## config.mk

```make
export PLATFORM = sky130hd
export DESIGN_NAME = fun_fpsu_opq
export DESIGN_NICKNAME = d
export VERILOG_FILES = /design/src/rtl/fpsu_pkg.sv /design/src/rtl/fpsu_delay_line.sv /design/src/rtl/fun_fpsu_opq.sv
export SDC_FILE = /design/constraint.sdc
export NUM_CORES = 1
export LEC_CHECK = 0
export CAP_MARGIN = 10
export CORE_ASPECT_RATIO = 1.5
export CORE_MARGIN = 2
export CORE_UTILIZATION = 47
export DETAILED_ROUTE_END_ITERATION = 8
export PLACE_DENSITY = 0.9
export SYNTH_ARGS = -nofsm -noshare
export SYNTH_HDL_FRONTEND = slang
export SYNTH_HIERARCHICAL = 1
export SYNTH_SLANG_ARGS = --single-unit
```

## constraint.sdc

```tcl
create_clock -name clk -period 2.39 [get_ports clk]
set_input_delay 0.478 -clock clk [delete_from_list [all_inputs] [get_ports clk]]
set_output_delay 0.478 -clock clk [all_outputs]
set_load 0.005 [all_outputs]
```

## src/rtl/fpsu_pkg.sv

```systemverilog
// Shared constants and types for the FP issue-port op queue.
// Default parameter values, the add-class op bit index and the
// delay-line stage entry layout live here so every file agrees on them.
package fpsu_pkg;

  localparam int NPORT_DEF   = 3;
  localparam int NHALF_DEF   = 2;
  localparam int OPW_DEF     = 21;
  localparam int DEPTH_DEF   = 3;
  localparam int ADD_BIT_DEF = 10;
  localparam int RETW_DEF    = 14;

  // inflight counter width per port; holds up to the deepest legal delay line (8)
  localparam int CNT_W = 4;

  // One delay-line stage at the default op width: valid flag, subtract
  // variant flag, and the op word (stored as zero whenever valid is low).
  typedef struct packed {
    logic               valid;
    logic               xsub;
    logic [OPW_DEF-1:0] op;
  } stage_t;

endpackage

```

## src/rtl/fpsu_delay_line.sv

```systemverilog
// One issue port's op delay line: DEPTH stages of {valid, xsub, op}
// and a count of valid entries currently travelling through it.
// Optional feature: FPSU_OPQ_FLUSH_EN enables the flush input; when the
// macro is undefined the flush input is accepted but has no effect.
module fpsu_delay_line
  import fpsu_pkg::*;
#(
  parameter int DEPTH   = DEPTH_DEF,
  parameter int OPW     = OPW_DEF,
  parameter int ADD_BIT = ADD_BIT_DEF
) (
  input  logic             clk,
  input  logic             rst,
  input  logic             in_en,
  input  logic [OPW-1:0]   in_op,
  input  logic             in_xsub,
  input  logic             flush,
  output logic             addsel,
  output logic [OPW-1:0]   op_last,
  output logic [CNT_W-1:0] inflight
);

  logic           valid_q [DEPTH];
  logic           xsub_q  [DEPTH];
  logic [OPW-1:0] op_q    [DEPTH];
  logic [CNT_W-1:0] cnt_q;
  logic           kill;
  logic           leave;

`ifdef FPSU_OPQ_FLUSH_EN
  assign kill = flush;
`else
  logic unused_flush;
  assign unused_flush = flush;
  assign kill         = 1'b0;
`endif

  // an entry leaves the line when the last stage holds a valid op
  assign leave = valid_q[DEPTH-1];

  // stage 0 captures the issue; later stages shift, and a flush empties them
  always_ff @(posedge clk or negedge rst) begin
    if (!rst) begin
      for (int k = 0; k < DEPTH; k++) begin
        valid_q[k] <= 1'b0;
        xsub_q[k]  <= 1'b0;
        op_q[k]    <= '0;
      end
    end else begin
      valid_q[0] <= in_en;
      xsub_q[0]  <= in_en & in_xsub;
      op_q[0]    <= in_en ? in_op : '0;
      for (int k = 1; k < DEPTH; k++) begin
        valid_q[k] <= valid_q[k-1] & ~kill;
        xsub_q[k]  <= xsub_q[k-1] & ~kill;
        op_q[k]    <= kill ? '0 : op_q[k-1];
      end
    end
  end

  // occupancy: +1 on accept, -1 on leave, restarts from the new issue on flush
  always_ff @(posedge clk or negedge rst) begin
    if (!rst) begin
      cnt_q <= '0;
    end else if (kill) begin
      cnt_q <= {{(CNT_W-1){1'b0}}, in_en};
    end else if (in_en && !leave) begin
      cnt_q <= cnt_q + CNT_W'(1);
    end else if (!in_en && leave) begin
      cnt_q <= cnt_q - CNT_W'(1);
    end
  end

  assign addsel   = valid_q[DEPTH-1] & op_q[DEPTH-1][ADD_BIT] & ~xsub_q[DEPTH-1];
  assign op_last  = op_q[DEPTH-1];
  assign inflight = cnt_q;

endmodule

```

## src/rtl/fun_fpsu_opq.sv

```systemverilog
// FP issue-port op queue: per-port op delay lines feeding the delayed
// add-select to the SIMD halves, plus a per-port merge of completion
// reports from the halves into a single completion strobe and word.
// Optional feature: FPSU_OPQ_FLUSH_EN enables per-port flush of in-flight ops.
//
// Completion handshake: hret_en is a one-cycle strobe per (half, port); a
// port completes in the cycle where the halves seen so far plus the halves
// strobing now cover half_mask. ret_en pulses combinationally in that cycle
// with ret carrying the OR of every word reported since the last completion.
module fun_fpsu_opq
  import fpsu_pkg::*;
#(
  parameter int NPORT   = NPORT_DEF,
  parameter int NHALF   = NHALF_DEF,
  parameter int OPW     = OPW_DEF,
  parameter int DEPTH   = DEPTH_DEF,
  parameter int ADD_BIT = ADD_BIT_DEF,
  parameter int RETW    = RETW_DEF
) (
  input  logic                        clk,
  input  logic                        rst,
  input  logic [NPORT-1:0]            in_en,
  input  logic [NPORT*OPW-1:0]        in_op,
  input  logic [NPORT-1:0]            in_xsub,
  input  logic [NPORT-1:0]            flush,
  input  logic [NHALF-1:0]            half_mask,
  input  logic [NHALF*NPORT*RETW-1:0] hret,
  input  logic [NHALF*NPORT-1:0]      hret_en,
  input  logic                        err_clr,
  output logic [NPORT-1:0]            addsel,
  output logic [NPORT*OPW-1:0]        op_last,
  output logic [NPORT*RETW-1:0]       ret,
  output logic [NPORT-1:0]            ret_en,
  output logic [NPORT*CNT_W-1:0]      inflight,
  output logic [NPORT-1:0]            err
);

  // per-port delay lines
  for (genvar p = 0; p < NPORT; p++) begin : g_port
    fpsu_delay_line #(
      .DEPTH   (DEPTH),
      .OPW     (OPW),
      .ADD_BIT (ADD_BIT)
    ) u_line (
      .clk      (clk),
      .rst      (rst),
      .in_en    (in_en[p]),
      .in_op    (in_op[p*OPW +: OPW]),
      .in_xsub  (in_xsub[p]),
      .flush    (flush[p]),
      .addsel   (addsel[p]),
      .op_last  (op_last[p*OPW +: OPW]),
      .inflight (inflight[p*CNT_W +: CNT_W])
    );
  end

  logic [NHALF-1:0] pend_q [NPORT];
  logic [RETW-1:0]  acc_q  [NPORT];
  logic [NPORT-1:0] err_q;

  logic [NHALF-1:0] cur_v  [NPORT];
  logic [RETW-1:0]  word_v [NPORT];
  logic [NHALF-1:0] pend_d [NPORT];
  logic [RETW-1:0]  acc_d  [NPORT];
  logic [NPORT-1:0] done_v;
  logic [NPORT-1:0] dup_v;
  logic [NPORT-1:0] err_d;
  logic             mask_on;

  // an all-zero mask means nobody is expected to report, so strobes are dropped
  assign mask_on = |half_mask;

  // gather this cycle's strobes, decide completion/duplicate, build next state and outputs
  always_comb begin
    ret    = '0;
    ret_en = '0;
    done_v = '0;
    dup_v  = '0;
    err_d  = '0;
    for (int p = 0; p < NPORT; p++) begin
      cur_v[p]  = '0;
      word_v[p] = '0;
      for (int h = 0; h < NHALF; h++) begin
        cur_v[p][h] = hret_en[h*NPORT+p];
        if (hret_en[h*NPORT+p]) begin
          word_v[p] = word_v[p] | hret[(h*NPORT+p)*RETW +: RETW];
        end
      end
      done_v[p] = mask_on & (((pend_q[p] | cur_v[p]) & half_mask) == half_mask);
      dup_v[p]  = mask_on & (|(pend_q[p] & cur_v[p]));
      pend_d[p] = pend_q[p];
      acc_d[p]  = acc_q[p];
      if (done_v[p]) begin
        pend_d[p] = '0;
        acc_d[p]  = '0;
      end else if (mask_on) begin
        pend_d[p] = pend_q[p] | cur_v[p];
        acc_d[p]  = acc_q[p] | word_v[p];
      end
      // a fresh duplicate wins over a coincident clear
      err_d[p]  = (err_q[p] & ~err_clr) | dup_v[p];
      ret_en[p] = rst & done_v[p];
      if (rst && done_v[p]) begin
        ret[p*RETW +: RETW] = acc_q[p] | word_v[p];
      end
    end
  end

  // merge state registers
  always_ff @(posedge clk or negedge rst) begin
    if (!rst) begin
      for (int p = 0; p < NPORT; p++) begin
        pend_q[p] <= '0;
        acc_q[p]  <= '0;
      end
      err_q <= '0;
    end else begin
      for (int p = 0; p < NPORT; p++) begin
        pend_q[p] <= pend_d[p];
        acc_q[p]  <= acc_d[p];
      end
      err_q <= err_d;
    end
  end

  assign err = err_q;

endmodule

```

==> flow_metrics.tcl <==
set metrics [dict create \
    fmax_mhz 408 \
    cts.sinks 270 \
    wl_per_cell_um 18.8 \
    synth_cell_type_count 37 \
    place_inst 1252 \
    layout.nets 1229 \
    place_congestion 0.829 \
    ys_seq_elements 270 \
    synth_top_area_share_pct 69.1 \
    yosysSeqAreaShare_pct 69.1 \
    start_util_pct 47.9 \
    htree_levels 1 \
    hold_viol 0 \
    crit_fanout 3 \
    crit_path_start_kind "flop" \
    setup_viol 13 \
    via_per_inst 5.07 \
    yosysMostFrequentCell "dfrtp_1" \
    hold_class "input port to async pin" \
    coreArea_um2 20400 \
    first_global_vias 7297 \
    violations "negative setup slack" \
    gr-total-overflow 0 \
    clock-root-buffer "clkbuf_16" \
    via_count 6759 \
    grt.busiest_layer "met2" \
    clockBufferDepth 3 \
    num-fill-cells 1352 \
    layout-drive-gt1-share_pct 21.2 \
    dp_hpwl_um 17100 \
    timing.final.crit_period_ps 2450 \
    p_leak_nw 6.59 \
    antenna_found_initial 2 \
    finalWorstSetupSlack_ps -60.1 \
    stdcell_count 1334 \
    worst_slew_pin_slew_ps 1230 \
    finalMaxSlewViolations 0 \
    syn_area_per_cell_um2 13.6 \
    end_kind "primary output" \
    synth_area_leaders "dfrtp_1 69%, buf_4 4.8%, and2_1 4.2%" \
    grt_usage_pct 22.6 \
    drcViolationCount 0 \
    crit_type "flop to primary output" \
    synth-async-reset-ratio_pct 100 \
    numCtsBuffers 24 \
    worst_slew_margin_rel_pct 17.8 \
    grt_pass1_wl_um 38700 \
    clk_latency_ps 500 \
    routed_wl_um 25000 \
    synth_top_cell_by_area "dfrtp_1" \
    dr.pass1.iters 4 \
    power.density_nw_per_um2 799 \
    globalRouteMet1Util_pct 23.7 \
    initialDrtViolationCount 369 \
    fin_crit_sh_pct 103 \
    arrival_ps 1970 \
    io_buffers 289 \
    die_area_um2 22000 \
    outcome "finished with violations" \
    cp_data_required_time_ps 1910 \
    cts_tree "built" \
    hold_ws_ps 135 \
    pre_cts_ws_ps -568 \
    synthCells 718 \
    rsz0062_at_grt "true" \
    synthesis.nets 897 \
    chipHeight_um 181 \
    rows 64 \
    ant_nets 0 \
    ys.flop_type "dfrtp_1" \
    groute.layer.met3.usage_pct 5.51 \
    finalClockSkew_ps 9.12 \
    fp.dieW_um 122 \
    synth_edf_count 0 \
    synthTopCellsByCount "270 x dfrtp_1, 66 x and2_1, 63 x buf_4, 50 x a21oi_1, 49 x nor2_1" \
    ys_warn_count 6 \
    drv_cap 0 \
    grt_util_met2_pct 39.6 \
    peakVddDrop_mv 0.682 \
    grt_max_degree 167 \
    syn_area_um2 9780 \
    area.growth.synth_to_final_pct 43.6 \
    ios 293 \
    clk_pin_slew_ps 60 \
]
==> metrics by stage <==
step	TNS [ps]	power (W)	instance area (µm²)	utilization, %
2_1_floorplan	0	0.00619	9780	-
3_3_place_gp	-23790	0.00725	13000	63.7
3_5_place_dp	-29710	0.00735	13000	63.7
4_1_cts	-1690	0.0113	14100	69.0
5_1_grt	-2040	0.0118	14000	68.8
6_report	-534	0.0112	14000	68.8
==> registers in the layout, summed over array words and instances (netlist names), 6 cells and up <==
name,flops
g_port.u_line/xsub_q,9
g_port.u_line/inflight,12
g_port.u_line/valid_q,6
pend_q,6
g_port.u_line/op_q,126
g_port.u_line/op_last,63
acc_q,42
==> cell usage in the layout (no fill, tap or decap), types with 4 or more instances in the layout <==
cell	synthesis	routed
dfrtp_1	270	269
clkdlybuf4s50_1	0	235
buf_4	63	93
and2_1	66	66
a21oi_1	50	50
nor2_1	49	49
a22o_1	43	43
o21a_1	42	42
clkbuf_16	0	25
buf_2	12	25
clkbuf_2	3	18
nand2_1	13	13
buf_6	2	11
inv_1	9	9
ha_1	9	9
dlygate4sd2_1	0	7
o21ai_0	6	6
xnor2_1	6	6
o211ai_2	6	6
nand3_1	6	6
buf_12	0	6
nor3b_4	0	5
clkinv_2	0	5
nor3_1	4	4
clkbuf_8	0	4
==> repair_timing <==
item                       CTS  global route
gates resized for setup    143            50
hold buffers                 1             0
cloned                       3             0
buffers inserted            25             9
setup endpoints to repair   45            44
hold endpoints to repair    17             0
pin swaps                    8             6
==> layer usage <==
layer  part of all wire, %  vias up
met2                    53      310
met1                    33     3323
li1                      -     3022
met3                   7.7      104
met5                     0        -
met4                   7.0        0
==> final cells by class <==
type | instances | area (µm²) | area share, %
diodes | 2 | 5.00 | 0.0356
multi-input cells | 343 | 2420 | 17.2
well taps | 264 | 330 | 2.35
clock inverters | 13 | 134 | 0.953
repair buffers | 402 | 3670 | 26.2
inverters | 9 | 33.8 | 0.241
clock buffers | 31 | 688 | 4.90
flip-flops and latches | 270 | 6760 | 48.1
==> power breakdown <==
group / switching (W) / total, W / internal (W)
registers: 0.000274 / 0.00524 / 0.00496
logic: 0.000880 / 0.00212 / 0.00124
clock network: 0.00160 / 0.00386 / 0.00226
==> critical path: stages (launching register included) <==
cell and delay (ps):
dfrtp_1 430, nor3b_4 80, nor4b_4 320, bufbuf_16 320, buf_8 100, o21a_1 110, buf_2 100
==> path summary, 6_finish.rpt <==
path,startpoint,end,slack [ps],cells past startpoint
setup / recovery,pend_q[5],ret[10],-60,6
max in group asynchronous,rst,g_port[0].u_line/op_q[48],530,4
hold / removal,rst,acc_q[5],130,2
hold reg to reg,g_port[0].u_line/op_q[32],g_port[0].u_line/op_last[11],340,0
min in group clk,half_mask[1],pend_q[3],310,2
setup reg to reg,pend_q[5],acc_q[40],380,5
==> kinds of logic (layout without fill, tap and decap cells) <==
group           Yosys count  count (layout)  share of synthesized area [%]
other cells               0               2                              0
mux                       6               6                          0.652
fa+ha+maj                12              12                           1.77
compound gates          157             157                           11.6
simple gates            162             162                           9.62
xor+xnor                  6               6                          0.537
buf+inv                 105             455                           6.79
flops                   270             270                           69.1
Power figures use the tool's default switching activity.
